===== src/rtl/pipe_stage_reg.sv =====
// Elastic pipeline-stage register: valid/ready handshake, bubble-clearing control field,
// synchronous flush, saturating back-pressure counter. Define PIPE_STAGE_SKID_EN for a registered-ready skid entry.
module pipe_stage_reg #(
    parameter int unsigned CTRL_W = 9,
    parameter int unsigned DATA_W = 165,
    parameter int unsigned CNT_W  = 16
) (
    input  logic              clk,
    input  logic              reset,
    input  logic              flush,
    input  logic              in_valid,
    output logic              in_ready,
    input  logic [CTRL_W-1:0] in_ctrl,
    input  logic [DATA_W-1:0] in_data,
    output logic              out_valid,
    input  logic              out_ready,
    output logic [CTRL_W-1:0] out_ctrl,
    output logic [DATA_W-1:0] out_data,
    output logic [CNT_W-1:0]  stall_cnt
);

    localparam logic [CNT_W-1:0] CNT_MAX = '1;

    logic              r_out_valid;
    logic [CTRL_W-1:0] r_out_ctrl;
    logic [DATA_W-1:0] r_out_data;
    logic [CNT_W-1:0]  r_stall_cnt;

    logic              w_out_valid;
    logic [CTRL_W-1:0] w_out_ctrl;
    logic [DATA_W-1:0] w_out_data;
    logic [CNT_W-1:0]  w_stall_cnt;
    logic              w_accept;
    logic              w_out_free;

    assign out_valid = r_out_valid;
    assign out_ctrl  = r_out_ctrl;
    assign out_data  = r_out_data;
    assign stall_cnt = r_stall_cnt;

    assign w_accept   = in_valid & in_ready;
    assign w_out_free = ~r_out_valid | out_ready;

    // Back-pressure counter: saturates, cleared only by reset
    always_comb begin
        w_stall_cnt = r_stall_cnt;
        if (r_out_valid && !out_ready && (r_stall_cnt != CNT_MAX)) begin
            w_stall_cnt = r_stall_cnt + CNT_W'(1);
        end
    end

`ifdef PIPE_STAGE_SKID_EN

    logic              r_skid_valid;
    logic [CTRL_W-1:0] r_skid_ctrl;
    logic [DATA_W-1:0] r_skid_data;

    logic              w_skid_valid;
    logic [CTRL_W-1:0] w_skid_ctrl;
    logic [DATA_W-1:0] w_skid_data;

    // Ready depends only on registered skid occupancy, breaking the out_ready -> in_ready path
    assign in_ready = ~r_skid_valid;

    // Next-state for output and skid entries; skid drains first so ordering stays FIFO
    always_comb begin
        w_out_valid  = r_out_valid;
        w_out_ctrl   = r_out_ctrl;
        w_out_data   = r_out_data;
        w_skid_valid = r_skid_valid;
        w_skid_ctrl  = r_skid_ctrl;
        w_skid_data  = r_skid_data;

        if (flush) begin
            w_out_valid  = 1'b0;
            w_out_ctrl   = '0;
            w_skid_valid = 1'b0;
            w_skid_ctrl  = '0;
        end else if (w_out_free) begin
            if (r_skid_valid) begin
                w_out_valid  = 1'b1;
                w_out_ctrl   = r_skid_ctrl;
                w_out_data   = r_skid_data;
                w_skid_valid = 1'b0;
                w_skid_ctrl  = '0;
            end else if (w_accept) begin
                w_out_valid = 1'b1;
                w_out_ctrl  = in_ctrl;
                w_out_data  = in_data;
            end else begin
                w_out_valid = 1'b0;
                w_out_ctrl  = '0;
            end
        end else if (w_accept) begin
            w_skid_valid = 1'b1;
            w_skid_ctrl  = in_ctrl;
            w_skid_data  = in_data;
        end
    end

    always_ff @(posedge clk) begin
        if (reset) begin
            r_out_valid  <= 1'b0;
            r_out_ctrl   <= '0;
            r_out_data   <= '0;
            r_stall_cnt  <= '0;
            r_skid_valid <= 1'b0;
            r_skid_ctrl  <= '0;
            r_skid_data  <= '0;
        end else begin
            r_out_valid  <= w_out_valid;
            r_out_ctrl   <= w_out_ctrl;
            r_out_data   <= w_out_data;
            r_stall_cnt  <= w_stall_cnt;
            r_skid_valid <= w_skid_valid;
            r_skid_ctrl  <= w_skid_ctrl;
            r_skid_data  <= w_skid_data;
        end
    end

`else

    // Single entry: room exists when empty or when the current entry leaves this cycle
    assign in_ready = w_out_free;

    // Output next-state: load on accept, bubble on consume-only, hold under back-pressure
    always_comb begin
        w_out_valid = r_out_valid;
        w_out_ctrl  = r_out_ctrl;
        w_out_data  = r_out_data;

        if (flush) begin
            w_out_valid = 1'b0;
            w_out_ctrl  = '0;
        end else if (w_accept) begin
            w_out_valid = 1'b1;
            w_out_ctrl  = in_ctrl;
            w_out_data  = in_data;
        end else if (w_out_free) begin
            w_out_valid = 1'b0;
            w_out_ctrl  = '0;
        end
    end

    always_ff @(posedge clk) begin
        if (reset) begin
            r_out_valid <= 1'b0;
            r_out_ctrl  <= '0;
            r_out_data  <= '0;
            r_stall_cnt <= '0;
        end else begin
            r_out_valid <= w_out_valid;
            r_out_ctrl  <= w_out_ctrl;
            r_out_data  <= w_out_data;
            r_stall_cnt <= w_stall_cnt;
        end
    end

`endif

endmodule


===== config.mk =====
export PLATFORM = sky130hd
export DESIGN_NAME = pipe_stage_reg
export DESIGN_NICKNAME = d
export VERILOG_FILES = /design/src/rtl/pipe_stage_reg.sv
export SDC_FILE = /design/constraint.sdc
export NUM_CORES = 1
export LEC_CHECK = 0
export BUFFER_PORTS_ARGS = -buffer_cell sky130_fd_sc_hd__buf_4
export CAP_MARGIN = 20
export CELL_PAD_IN_SITES_DETAIL_PLACEMENT = 1
export CELL_PAD_IN_SITES_GLOBAL_PLACEMENT = 2
export CORE_MARGIN = 2
export CORE_UTILIZATION = 25
export CTS_CLUSTER_SIZE = 40
export DETAILED_ROUTE_END_ITERATION = 12
export HOLD_SLACK_MARGIN = 0.06
export PLACE_DENSITY = 0.82
export SYNTH_ARGS = -nofsm -noshare
export SYNTH_HDL_FRONTEND = slang
export SYNTH_SLANG_ARGS = --single-unit

===== constraint.sdc =====
create_clock -name clk -period 2.7 [get_ports clk]
set_clock_uncertainty 0.1 [all_clocks]
set_input_delay 0.135 -clock clk [delete_from_list [all_inputs] [get_ports clk]]
set_output_delay 0.135 -clock clk [all_outputs]
set_load 0.02 [all_outputs]

== Yosys cells after proc, flatten, opt, wreduce, memory -nomap -nowiden ==
Cells that the tools add are included.
Widths: inputs -> output; s select.
Storage, ports and cells
  word-level logic and storage cells: 20
  bits in registers: 191
Operators by class
  bitwise gates (word level): 4
  reductions and logical operators: 6
  equality and inequality tests: 1
  muxes and demuxes: 4
  add/sub/neg operators: 1
Operators with widths (count)
  $mux 9: 2
  $add 16x1->16 const B: 1
  $ne 16x16->1 const B: 1
  $logic_and 1x1->1: 2
  $mux 1: 2
  $not 1->1: 2
  $reduce_and 2->1: 1
  $reduce_bool 2->1: 1
  $reduce_or 2->1: 1
  $and 1x1->1: 1
  $logic_not 1->1: 1
  $or 1x1->1: 1

== Logic depth before layout (Yosys ltp) ==
Gate-level depths: netlist of the first run.
  depth after elaboration: 4
  depth in mapped cells: 7
  gate-level depth less buffers: 5

== Worst setup path after synthesis of the first run ==
Ideal clock, no wire load.
  kind: register -> register
  start: reg r_stall_cnt[0], in the netlist stall_cnt[0]
  end: reg r_stall_cnt[1], in the netlist stall_cnt[1]
  path slack: 0.750 ns
  setup time: 0.128 ns
  path buffers: 1
  data arrival time: 1.722 ns
  cell stages (with the launch flop): 7
  period minus slack after synthesis: 1.950 ns
  data required time: 2.472 ns
  cells stage by stage: dfxtp_1 -> ha_1 -> nand4_2 -> o41ai_4 -> buf_6 -> mux2i_1 -> nor2_1
On the way
  word-level cells in the longest chain between the ends: 2
Ends and longest elaborated chain
  start: declaration: line 27  | logic [CNT_W-1:0] r_stall_cnt;
  start signal: assignment: line 155  | r_stall_cnt <= w_stall_cnt;
  branches (longest 2 deep; another with $add 16x1->16)
Several ways; the timed one is not identified.
A chain may end at the register's enable or synchronous reset.

== Worst setup path after layout of the first run ==
  start: reg r_out_valid, in the netlist out_valid
  end: reg r_out_data[3], in the netlist out_data[3]
On the way
  word-level cells in the longest chain between the ends: 4
Ends and longest elaborated chain
  start: declaration: line 24  | logic r_out_valid;
  start signal: assignment: line 152  | r_out_valid <= w_out_valid;
  $not 1->1: line 42  | assign w_out_free = ~r_out_valid | out_ready;
  $or 1x1->1: line 42
  $and 1x1->1: line 41  | assign w_accept = in_valid & in_ready;
  $reduce_and 2->1 (no line)
  end signal: assignment: line 154  | r_out_data <= w_out_data;
  end: declaration: line 26  | logic [DATA_W-1:0] r_out_data;
Every way passes these cells.

==> results_tabular.tex, run 1 <==
\begin{tabular}{lr}
\hline
Metric & Value \\
\hline
\multicolumn{2}{l}{\textbf{Clocking}} \\
\quad Htree depth & 4 \\
\quad Total clock buffers created by CTS & 17 \\
\quad TritonCTS clock tree & done \\
\quad Clock transition time at the flip-flop clock pins of the worst setup and hold paths & about 0.080 ns \\
\quad Clk buf depth & 2 \\
\quad Clock tree root buffer cell & sky130\_fd\_sc\_hd\_\_clkbuf\_16 \\
\quad Sink count of the clock tree & 191 \\
\quad Clock latency at the later pin of the worst-skew pair & 0.43 ns \\
\multicolumn{2}{l}{\textbf{Setup path}} \\
\quad Arrival time reported for the critical path endpoint & 2.77 ns \\
\quad Critical path capture point type & flop \\
\quad Category of the most critical setup path & flop to flop \\
\quad Type of element launching the critical path & flop \\
\quad Largest fanout on the critical path & 50 \\
\quad Data required time at the worst endpoint & 2.97 ns \\
\multicolumn{2}{l}{\textbf{Floorplan}} \\
\quad Starting Density & 25.41\% \\
\quad IO Pins & around 370 \\
\quad Die outline area & 28660 sq um \\
\quad Vertical extent of the die & 169.3 um \\
\quad Placeable core region & roughly 27000 sq um \\
\quad Horizontal extent of the die & 169.3 um \\
\quad Number of rows created at floorplan & 60 \\
\multicolumn{2}{l}{\textbf{STA}} \\
\quad Count of endpoints failing hold in the final timing report & 0 \\
\quad RSZ-0062 raised after global routing & false \\
\quad Final setup violating endpoints & 0 \\
\quad Sum of negative setup slack & 0 ns \\
\quad Final period util & around 92\% \\
\quad Measured slew at the worst slew-check pin & 0.7679 ns \\
\quad Final critical-path required period & roughly 2.5 ns \\
\quad Max Fclk & around 400 MHz \\
\quad Slew HR & 48.63\% \\
\quad Total count of max-transition violations in the final report & 0 \\
\quad Post-layout worst setup margin & 0.2080 ns \\
\multicolumn{2}{l}{\textbf{Logic synthesis}} \\
\quad Most common flop cell mapped by yosys & sky130\_fd\_sc\_hd\_\_dfxtp\_1 \\
\quad Net Count, Synth & about 1000 \\
\quad Synth unique cells & 39 \\
\quad Average footprint of a synthesized cell & 8.017 sq um \\
\quad Summed instance area of the synthesized netlist & 6830 sq um \\
\quad Synth warnings & 0 \\
\quad Top-area cell type share of the netlist area & 55.98\% \\
\quad Number of synthesized flops with an enable pin & 0 \\
\quad Sequential-to-total area share from yosys stat & 55.98\% \\
\quad Async SR Flop Fraction & 0\% \\
\quad Leading area contributor after synthesis & sky130\_fd\_sc\_hd\_\_dfxtp\_1 \\
\quad Dominant cells by area after synthesis & sky130\_fd\_sc\_hd\_\_dfxtp\_1 56\%, sky130\_fd\_sc\_hd\_\_nand2\_1 19\%, sky130\_fd\_sc\_hd\_\_a21oi\_1 13\%, sky130\_fd\_sc\_hd\_\_buf\_2 2.5\%, sky130\_fd\_sc\_hd\_\_clkbuf\_1 1.3\% \\
\quad Seq cells post-synth & between 150 and 200 \\
\quad Instance count of the mapped netlist & 852 \\
\multicolumn{2}{l}{\textbf{Placed design}} \\
\quad DP HPWL & between 15000 and 20000 um \\
\quad Placer's final routability congestion estimate & roughly 0.73 \\
\quad Worst setup timing slack at the placement stage & 0.5180 ns \\
\quad IO Port Bufs & 370 \\
\multicolumn{2}{l}{\textbf{Final layout}} \\
\quad Multi-input gate area & around 2700 sq um \\
\quad Area growth from synthesis to layout & 84.10\% \\
\quad Total Nets Final & around 1600 \\
\quad Share of layout cells above drive strength 1 & $\sim$30\% \\
\quad Register cell area after layout & between 3000 and 4000 sq um \\
\quad Fill cell count & $\sim$3200 \\
\multicolumn{2}{l}{\textbf{Route}} \\
\quad WL/cell & 16.74 um \\
\quad Number of iterations in the first detailed-routing pass & 4 \\
\quad Detailed-route DRC error count & 0 \\
\quad Count of nets left with antenna violations after detail routing & 0 \\
\quad Vias per cell & 4.555 \\
\quad Detailed router's first-iteration violation count & 370 \\
\quad Vias post-DR & 7981 \\
\quad Routed WL & 29330 um \\
\multicolumn{2}{l}{\textbf{Global route}} \\
\quad Global route total overflow & 0 \\
\quad Maximum number of pins on one net before global-route repair & 100 \\
\quad Wire length of the first global-routing pass & $\sim$45000 um \\
\quad GRT Total Usage & 19.65\% \\
\quad Initial antenna violation count & 1 \\
\quad Via count of the first global-routing pass & around 8600 \\
\multicolumn{2}{l}{\textbf{Hold path}} \\
\quad Path category of the worst min-delay check & input pin to flop \\
\multicolumn{2}{l}{\textbf{Job}} \\
\quad Count of maximum capacitance violations & 0 \\
\multicolumn{2}{l}{\textbf{Power and ir drop}} \\
\quad Leakage power & about 5.5 nW \\
\quad Maximum ir drop on the vdd rail & between 0.3 and 0.4 mV \\
\quad Ratio of total power to cell area & 526.0 nW/um\^{}2 \\
\multicolumn{2}{l}{\textbf{Status}} \\
\quad Result of the run & finished clean \\
\hline
\end{tabular}
-- final timing paths --
path                                    start            end  slack (ns)  depth (start not counted)
worst min-delay path                    flush  out_data[100]        0.16                          5
worst max-delay path                out_valid    out_data[3]        0.21                          7
worst min register to register  out_data[127]  out_data[127]        0.36                          2
worst max register to register      out_valid    out_data[3]        0.21                          7
-- repair_timing --
| item | 4_1_cts | 5_1_grt |
|---|---|---|
| endpoints found under the setup margin | 0 | 13 |
| gates resized for setup | 0 | 2 |
| endpoints found under the hold margin | 190 | 0 |
| hold buffers | 208 | 0 |
| buffers inserted | 0 | 1 |
-- per-layer routing --
layer | part of all wire, % | GRT usage (%) | vias up
li1 | - | - | 3881
met1 | 40 | 22.01 | 3792
met2 | 51 | 35.26 | 249
met3 | 5.5 | 4.897 | 59
met4 | 3.7 | 8.584 | 0
met5 | 0 | 0 | -
-- state kept, by name (all words and copies together) (netlist names) --
register	cells
out_ctrl	9
out_data	165
stall_cnt	16
out_valid	1
-- cells by family (layout without fill, tap and decap cells) --
logic type      Yosys count  in the layout  synth area share [%]
mux                       1              1                0.1466
compound gates          202            202                 15.53
simple gates            389            389                 23.54
other cells               0              1                     0
fa+ha+maj                 1              1                0.1832
flops                   191            191                 55.98
buf+inv                  66            624                 4.360
xor+xnor                  2              2                0.2565
-- layout by cell type, fill, tap and decap left out, drive strengths merged, types with 6 or more instances in the layout --
master	instances
clkbuf	19
nand3	12
buf	379
dfxtp	191
clkinv	8
a21oi	184
dlygate4sd3	208
nand2	344
or3	6
nor2	7
o21ai	6
inv	10
-- synth_stat cells (4+ instances only) --
cell and count:
sky130_fd_sc_hd__a21oi_1 184, sky130_fd_sc_hd__buf_2 34, sky130_fd_sc_hd__clkbuf_1 24, sky130_fd_sc_hd__dfxtp_1 191
sky130_fd_sc_hd__inv_1 4, sky130_fd_sc_hd__nand2_1 344, sky130_fd_sc_hd__nand3_1 12, sky130_fd_sc_hd__nor2_1 7
sky130_fd_sc_hd__o21ai_1 5, sky130_fd_sc_hd__o31ai_1 4, sky130_fd_sc_hd__or3_1 6, sky130_fd_sc_hd__or4_1 4
-- where the power goes --
part	internal [mW]	switching [mW]	total [mW]
Sequential	2.93	0.0642	3.00
Combinational	0.596	0.549	1.14
Clock	1.24	1.23	2.47
Total	4.77	1.84	6.61
-- worst max-delay path: stages (launching register included) --
cell	delay, ns
sky130_fd_sc_hd__dfxtp_1	0.36
sky130_fd_sc_hd__and2b_4	0.33
sky130_fd_sc_hd__inv_2	0.19
sky130_fd_sc_hd__nand3b_1	0.26
sky130_fd_sc_hd__clkbuf_16	0.33
sky130_fd_sc_hd__nand2_1	0.11
sky130_fd_sc_hd__a21oi_1	0.16
sky130_fd_sc_hd__dlygate4sd3_1	0.57
-- layout make-up --
class,instances,area share [%]
antenna,1,0.01990
clock inverter,13,0.9950
sequential,191,30.41
clock buffer,18,3.493
multi-input combinational,595,21.60
timing repair buffer,588,39.94
inverter,5,0.1493
tap,341,3.393
-- stage by stage --
step / power, mW / utilization [%] / cell area [sq um] / hold slack (ns) / std cells
6_report: 6.614 / 46.79 / 12570 / 0.1567 / 1752
5_1_grt: 6.924 / 46.79 / 12570 / 0.1697 / 1752
4_1_cts: 6.679 / 46.69 / 12550 / 0.1376 / 1749
3_5_place_dp: 3.946 / 36.84 / 9901 / 0.2916 / 1510
3_3_place_gp: 3.930 / 36.84 / 9901 / 0.2801 / 1510
2_1_floorplan: 3.454 / - / 6830 / 0.1710 / 852
No activity file was read; power rests on OpenSTA's default activity.
==> run 2: changes to the inputs <==
==> constraint.sdc (replaced) <==
create_clock -name clk -period 2.7 [get_ports clk]
set_clock_uncertainty 0.1 [all_clocks]
set_input_delay 0.405 -clock clk [delete_from_list [all_inputs] [get_ports clk]]
set_output_delay 0.405 -clock clk [all_outputs]
set_load 0.02 [all_outputs]
==> results_tabular.tex, run 2 (synthesis gave the netlist of run 1 again) <==
\begin{tabular}{lr}
\hline
Metric & Value \\
\hline
\multicolumn{2}{l}{\textbf{STA}} \\
\quad Final period util & 79.58\% (-13 points) \\
\quad Total count of max-transition violations in the final report & 0 (unchanged) \\
\quad Sum of negative setup slack & 0 ns (unchanged) \\
\quad Post-layout worst setup margin & 0.5513 ns (+0.3433 ns) \\
\quad Max Fclk & 465.4 MHz (+16\%) \\
\quad Measured slew at the worst slew-check pin & 0.7201 ns (-0.04788 ns) \\
\quad RSZ-0062 raised after global routing & false \\
\quad Final setup violating endpoints & 0 (unchanged) \\
\quad Count of endpoints failing hold in the final timing report & 0 (unchanged) \\
\quad Final critical-path required period & 2.149 ns (-0.3433 ns) \\
\quad Slew HR & 51.83\% (+3.2 points) \\
\multicolumn{2}{l}{\textbf{Floorplan}} \\
\quad Placeable core region & 26880 sq um (unchanged) \\
\quad Vertical extent of the die & 169.3 um (unchanged) \\
\quad Starting Density & 25.41\% (unchanged) \\
\quad Die outline area & 28660 sq um (unchanged) \\
\quad IO Pins & 371 (unchanged) \\
\quad Number of rows created at floorplan & 60 (unchanged) \\
\quad Horizontal extent of the die & 169.3 um (unchanged) \\
\multicolumn{2}{l}{\textbf{Final layout}} \\
\quad Area growth from synthesis to layout & 54.55\% \\
\quad Final cell area excluding filler cells & 10560 sq um (-16\%) \\
\quad Leading cell type in the layout, fill and taps excluded & sky130\_fd\_sc\_hd\_\_buf\_4 \\
\quad Most frequent cells in the layout & 373 x sky130\_fd\_sc\_hd\_\_buf\_4, 344 x sky130\_fd\_sc\_hd\_\_nand2\_1, 191 x sky130\_fd\_sc\_hd\_\_dfxtp\_1 \\
\quad Max FFs per register & 165 (unchanged) \\
\quad Share of layout cells above drive strength 1 & 35.16\% (+5.3 points) \\
\quad Total Nets Final & 1374 (-13\%) \\
\quad Final standard cell utilization of the core & 39.28\% (-7.5 points) \\
\multicolumn{2}{l}{\textbf{Route}} \\
\quad WL/cell & 16.02 um (-4.3\%) \\
\quad Vias post-DR & 6978 (-13\%) \\
\quad Vias per cell & 4.508 (-1.0\%) \\
\quad Detailed-route DRC error count & 0 (unchanged) \\
\quad Routed WL & 24810 um (-15\%) \\
\quad Count of nets left with antenna violations after detail routing & 0 (unchanged) \\
\quad Detailed router's first-iteration violation count & 264 (-29\%) \\
\quad Number of iterations in the first detailed-routing pass & 4 (unchanged) \\
\multicolumn{2}{l}{\textbf{Setup path}} \\
\quad Category of the most critical setup path & flop to flop \\
\quad Critical path capture point type & flop \\
\quad Cell with the largest stage delay on the worst path & sky130\_fd\_sc\_hd\_\_o41ai\_4 \\
\quad Arrival time reported for the critical path endpoint & 2.36 ns (-0.41 ns) \\
\quad Data required time at the worst endpoint & 2.91 ns (-0.06 ns) \\
\quad Largest fanout on the critical path & 13 (-74\%) \\
\quad Ordered list of cells on the worst path & ha\_1, nand4\_2, o41ai\_4, mux2i\_1, nor2\_1 \\
\quad Type of element launching the critical path & flop \\
\quad Delay of the slowest cell on the worst path & 0.76 ns (+0.19 ns) \\
\multicolumn{2}{l}{\textbf{Clocking}} \\
\quad Post-CTS Setup Repair Bufs & 0 (unchanged) \\
\quad Clock transition time at the flip-flop clock pins of the worst setup and hold paths & 0.08 ns (about the same) \\
\quad TritonCTS clock tree & done \\
\quad Sink count of the clock tree & 191 (unchanged) \\
\quad Htree depth & 4 (unchanged) \\
\quad Total clock buffers created by CTS & 17 (unchanged) \\
\quad Clk buf depth & 2 (unchanged) \\
\quad Hold buffer count at CTS & 0 (-100\%) \\
\quad Clock tree root buffer cell & sky130\_fd\_sc\_hd\_\_clkbuf\_16 \\
\quad Clock latency at the later pin of the worst-skew pair & 0.43 ns (about the same) \\
\quad Cells resized by post-CTS repair & 0 (unchanged) \\
\multicolumn{2}{l}{\textbf{Power and ir drop}} \\
\quad Relative contribution of combinational cells to total power & 14.0\% (-3.3 points) \\
\quad Switching Fraction & 27.58\% (-0.28 points) \\
\quad Final total power & 6.348 mW (-4.0\%) \\
\quad Relative contribution of sequential cells to total power & 47.2\% (+1.9 points) \\
\quad Maximum ir drop on the vdd rail & 0.2939 mV (-8.0\%) \\
\quad Internal power consumption & 4.597 mW (-3.7\%) \\
\quad Leakage power & 4.586 nW (-16\%) \\
\quad Ratio of total power to cell area & 601.4 nW/um\^{}2 (+14\%) \\
\quad Relative contribution of the clock network to total power & 38.9\% (+1.5 points) \\
\quad Net switching power & 1.751 mW (-5.0\%) \\
\multicolumn{2}{l}{\textbf{Global route}} \\
\quad Wire length of the first global-routing pass & 38360 um (-15\%) \\
\quad GR met1 Demand/Resource & 19.94\% (-2.1 points) \\
\quad Maximum number of pins on one net before global-route repair & 70 (-30\%) \\
\quad Met3 layer usage reported by global route & 4.454\% (-0.44 points) \\
\quad Fraction of met2 tracks used by global routing & 28.98\% (-6.3 points) \\
\quad Initial antenna violation count & 1 (unchanged) \\
\quad Global route total overflow & 0 (unchanged) \\
\quad Most crowded layer after global routing & met2 \\
\quad Via count of the first global-routing pass & 7112 (-17\%) \\
\quad GRT Total Usage & 16.84\% (-2.8 points) \\
\multicolumn{2}{l}{\textbf{Job}} \\
\quad Count of maximum capacitance violations & 0 (unchanged) \\
\multicolumn{2}{l}{\textbf{Placed design}} \\
\quad Placed cell areas & 9996 sq um (+0.96\%) \\
\quad IO Port Bufs & 370 (unchanged) \\
\quad Worst setup timing slack at the placement stage & 0.4843 ns (-0.03371 ns) \\
\quad DP HPWL & 17930 um (+2.1\%) \\
\quad Placer's final routability congestion estimate & 0.7314 (-0.41\%) \\
\multicolumn{2}{l}{\textbf{Hold path}} \\
\quad Path category of the worst min-delay check & input pin to flop \\
\multicolumn{2}{l}{\textbf{Status}} \\
\quad Result of the run & finished clean \\
\hline
\end{tabular}
==> run 2: changes by cell type in the layout (fill, tap and decap cells not counted), sizes merged <==
| cell | delta |
|---|---|
| inv | +4 |
| buf | +5 |
| dlygate4sd3 | -208 |
| clkinv | -5 |
==> run 2: critical path, delay by kind of cell (launching register included) <==
kind	cells	cell delay (ns)
flip-flops	1	0.39
multiplexers	1	0.27
AND/OR/NAND/NOR	2	0.27
adder cells (fa/ha/maj)	1	0.24
AO/OA/AOI/OAI	1	0.76
==> run 2: cell type report <==
type,count,area [sq um]
inverters,5,18.77
diodes,1,2.502
flip-flops and latches,191,3824
repair buffers,384,3012
clock inverters,12,115.1
clock buffers,19,442.9
multi-input cells,595,2715
well taps,341,426.7
fillers,3286,16320
==> run 2: final timing paths <==
kind                      from           end  slack (ns)  cells after the start
setup / recovery  stall_cnt[0]  stall_cnt[1]        0.55                      5
hold reg to reg    out_data[9]   out_data[9]        0.36                      2
hold / removal     in_data[18]  out_data[18]        0.12                      3
setup reg to reg  stall_cnt[0]  stall_cnt[1]        0.55                      5
==> run 2: power groups by stage <==
stage               logic, mW  clock network, mW  registers [mW]
finish                  0.887               2.47            2.99
detailed placement      0.901                  0            3.06
global route            0.963               2.70            3.01
floorplan               0.252                  0            3.20
CTS                     0.902               2.58            3.00
global placement        0.891                  0            3.06
==> run 2: metal layers <==
metal / share of wire [%] / vias up
met5: 0 / -
met4: 3.0 / 0
met3: 6.3 / 36
met2: 49 / 201
met1: 41 / 3274
li1: - / 3467
==> run 2: stage by stage <==
stage | hold slack, ns | std cells
3_5_place_dp | 0.3471 | 1516
6_report | 0.1153 | 1548
5_1_grt | 0.09432 | 1547
4_1_cts | 0.09022 | 1547
2_1_floorplan | 0.4303 | 852
3_3_place_gp | 0.3401 | 1516
==> run 3: changes to the inputs <==
- CORE_UTILIZATION: 25 -> 21
- PLACE_DENSITY: 0.82 -> 0.73
- clock period: 2.7 -> 1.8 ns (I/O delays scaled with it)
==> results_tabular.tex, run 3 (synthesis gave the netlist of run 1 again) <==
\begin{tabular}{lr}
\hline
Metric & Value \\
\hline
\multicolumn{2}{l}{\textbf{Power and ir drop}} \\
\quad Relative contribution of combinational cells to total power & 16.7\% (+2.7 points) \\
\quad Switching Fraction & 25.85\% (-1.7 points) \\
\quad Leakage power & 5.528 nW (+21\%) \\
\quad Internal power consumption & 7.653 mW (+66\%) \\
\quad Net switching power & 2.668 mW (+52\%) \\
\quad Maximum ir drop on the vdd rail & 0.5542 mV (+89\%) \\
\quad Relative contribution of the clock network to total power & 39.7\% (+0.8 points) \\
\quad Ratio of total power to cell area & 805.1 nW/um\^{}2 (+34\%) \\
\quad Relative contribution of sequential cells to total power & 43.5\% (-3.7 points) \\
\multicolumn{2}{l}{\textbf{Setup path}} \\
\quad Type of element launching the critical path & flop \\
\quad Reg-to-reg setup timing slack & 0.10 ns (-0.45 ns) \\
\quad Ordered list of cells on the worst path & and2b\_2, inv\_4, buf\_8, buf\_4 \\
\quad Delay of the slowest cell on the worst path & 0.33 ns (-0.43 ns) \\
\quad Data required time at the worst endpoint & 1.43 ns (-1.48 ns) \\
\quad Critical Path Sink & in\_ready \\
\quad Arrival time reported for the critical path endpoint & 1.35 ns (-1.01 ns) \\
\quad Worst reg2reg path depth & 4 (-1) \\
\quad Critical path capture point type & output pin \\
\quad Worst r2r src & stall\_cnt[2] \\
\quad Cell with the largest stage delay on the worst path & sky130\_fd\_sc\_hd\_\_dfxtp\_2 \\
\quad Start point of the critical path & out\_valid \\
\quad Largest fanout on the critical path & 10 (-3) \\
\quad Category of the most critical setup path & flop to output pin \\
\quad Endpoint of the worst register-to-register path & stall\_cnt[13] \\
\multicolumn{2}{l}{\textbf{Floorplan}} \\
\quad Number of rows created at floorplan & 66 (+10\%) \\
\quad Placeable core region & 32290 sq um (+20\%) \\
\quad Horizontal extent of the die & 184.3 um (+8.9\%) \\
\quad Die outline area & 33980 sq um (+19\%) \\
\quad Starting Density & 21.15\% (-4.3 points) \\
\quad IO Pins & 371 (unchanged) \\
\quad Vertical extent of the die & 184.3 um (+8.9\%) \\
\multicolumn{2}{l}{\textbf{Route}} \\
\quad Vias post-DR & 7838 (+12\%) \\
\quad Detailed router's first-iteration violation count & 239 (-9.5\%) \\
\quad Detailed-route DRC error count & 0 (unchanged) \\
\quad Count of nets left with antenna violations after detail routing & 0 (unchanged) \\
\quad Number of iterations in the first detailed-routing pass & 4 (unchanged) \\
\quad Routed WL & 27990 um (+13\%) \\
\quad WL/cell & 15.08 um (-5.9\%) \\
\quad Vias per cell & 4.223 (-6.3\%) \\
\multicolumn{2}{l}{\textbf{Global route}} \\
\quad Via count of the first global-routing pass & 8168 (+15\%) \\
\quad Global route total overflow & 0 (unchanged) \\
\quad Initial antenna violation count & 0 (-1) \\
\quad Wire length of the first global-routing pass & 43180 um (+13\%) \\
\quad GRT Total Usage & 16.03\% (-0.81 points) \\
\quad Maximum number of pins on one net before global-route repair & 68 (-2.9\%) \\
\multicolumn{2}{l}{\textbf{Final layout}} \\
\quad Area growth from synthesis to layout & 87.67\% \\
\quad Share of layout cells above drive strength 1 & 32.60\% (-2.6 points) \\
\quad Diode insertion count for antenna repair & 0 (-1) \\
\quad Non-filler cells, final & 1856 (+20\%) \\
\quad Final cell area excluding filler cells & 12820 sq um (+21\%) \\
\quad Final standard cell utilization of the core & 39.70\% (+0.42 points) \\
\quad Max FFs per register & 165 (unchanged) \\
\quad Most frequent cells in the layout & 397 x sky130\_fd\_sc\_hd\_\_buf\_4, 344 x sky130\_fd\_sc\_hd\_\_nand2\_1, 187 x sky130\_fd\_sc\_hd\_\_dfxtp\_1 \\
\quad Total Nets Final & 1582 (+15\%) \\
\quad Leading cell type in the layout, fill and taps excluded & sky130\_fd\_sc\_hd\_\_buf\_4 \\
\multicolumn{2}{l}{\textbf{STA}} \\
\quad Slew HR & 75.13\% (+23 points) \\
\quad Final critical-path required period & 1.724 ns \\
\quad Total count of max-transition violations in the final report & 0 (unchanged) \\
\quad Measured slew at the worst slew-check pin & 0.3703 ns (-0.3498 ns) \\
\quad Max Fclk & 580.1 MHz \\
\quad Final setup violating endpoints & 0 (unchanged) \\
\quad Final period util & a little over nine tenths \\
\quad Count of endpoints failing hold in the final timing report & 0 (unchanged) \\
\quad RSZ-0062 raised after global routing & true \\
\quad Sum of negative setup slack & 0 ns (unchanged) \\
\multicolumn{2}{l}{\textbf{Clocking}} \\
\quad Clock transition time at the flip-flop clock pins of the worst setup and hold paths & 0.06 ns (-0.02 ns) \\
\quad Htree depth & 4 (unchanged) \\
\quad Clock tree root buffer cell & sky130\_fd\_sc\_hd\_\_clkbuf\_16 \\
\quad Total clock buffers created by CTS & 17 (unchanged) \\
\quad Clk buf depth & 2 (unchanged) \\
\quad Clock latency at the later pin of the worst-skew pair & 0.43 ns (about the same) \\
\quad TritonCTS clock tree & done \\
\quad Sink count of the clock tree & 191 (unchanged) \\
\multicolumn{2}{l}{\textbf{Placed design}} \\
\quad Placer's final routability congestion estimate & 0.7334 (+0.27\%) \\
\quad Number of cells after detailed placement & 1647 (+8.6\%) \\
\quad Placed cell areas & 10400 sq um (+4.0\%) \\
\quad DP HPWL & 19210 um (+7.1\%) \\
\quad IO Port Bufs & 370 (unchanged) \\
\multicolumn{2}{l}{\textbf{Hold path}} \\
\quad Path category of the worst min-delay check & input pin to flop \\
\multicolumn{2}{l}{\textbf{Job}} \\
\quad Count of maximum capacitance violations & 0 (unchanged) \\
\multicolumn{2}{l}{\textbf{Status}} \\
\quad Result of the run & finished clean \\
\hline
\end{tabular}
-- run 3: cell count changes in the layout (fill, tap and decap cells not counted), sizes merged --
| cell | change |
|---|---|
| clkinv | +2 |
| bufinv | +4 |
| dlygate4sd3 | +176 |
| clkinvlp | +1 |
| diode | -1 |
| buf | +32 |
| clkbuf | -1 |
| inv | -6 |
-- run 3: worst min path at each step --
| stage | cells past startpoint | slack (ns) | start | end |
|---|---|---|---|---|
| 2_1_floorplan | 2 | 0.31 | in_data[153] | out_data[153] |
| 3_3_place_gp | 2 | 0.34 | out_ctrl[5] | out_ctrl[5] |
| 3_5_place_dp | 2 | 0.35 | out_data[158] | out_data[158] |
| 4_1_cts | 3 | 0.18 | flush | out_ctrl[6] |
| 5_1_grt | 3 | 0.21 | flush | out_ctrl[8] |
| 6_report | 3 | 0.20 | flush | out_valid |
-- run 3: area by class of cell --
| cell class | instances | area, sq um |
|---|---|---|
| clock buffers | 18 | 429.2 |
| multi-input cells | 595 | 2718 |
| flip-flops and latches | 191 | 3829 |
| well taps | 442 | 553.0 |
| fillers | 3823 | 19470 |
| clock inverters | 13 | 186.4 |
| inverters | 5 | 21.27 |
| repair buffers | 592 | 5082 |
-- run 3: layer usage --
metal / vias to the layer above / wire [um] / global-route usage [%]
li1: 3886 / - / -
met1: 3717 / 11360 / 18.36
met2: 199 / 14430 / 28.86
met3: 36 / 1537 / 3.932
met4: 0 / 667 / 5.632
met5: - / 0 / 0
-- run 3: critical path: cells and delay by family (launching register included) --
family,cells,cell delay (ns)
buffers and inverters,3,0.36
flip-flops,1,0.33
AND/OR/NAND/NOR,1,0.25
-- run 3: repair_timing --
| item | in CTS | in global routing |
|---|---|---|
| gates resized for setup | 2 | 7 |
| pin swaps | 0 | 2 |
| endpoints found under the hold margin | 176 | 0 |
| endpoints found under the setup margin | 1 | 6 |
| hold buffers | 176 | 0 |
| setup buffers | 0 | 2 |
-- run 3: stage by stage --
stage	setup slack (ns)	hold slack [ns]	power, mW
after global placement	0.07532	0.3407	5.979
after detailed placement	0.02666	0.3471	6.003
after CTS	0.008846	0.1780	10.49
after floorplan	0.0003425	0.3060	5.182
after global routing	-0.008260	0.2051	10.82
final	0.07625	0.2027	10.32
-- run 3: power by group through the flow --
stage	Combinational, mW	Sequential [mW]	Clock, mW
2_1_floorplan	0.379	4.80	0
3_3_place_gp	1.40	4.58	0
3_5_place_dp	1.41	4.59	0
4_1_cts	1.74	4.49	4.26
5_1_grt	1.86	4.52	4.44
6_report	1.73	4.49	4.10
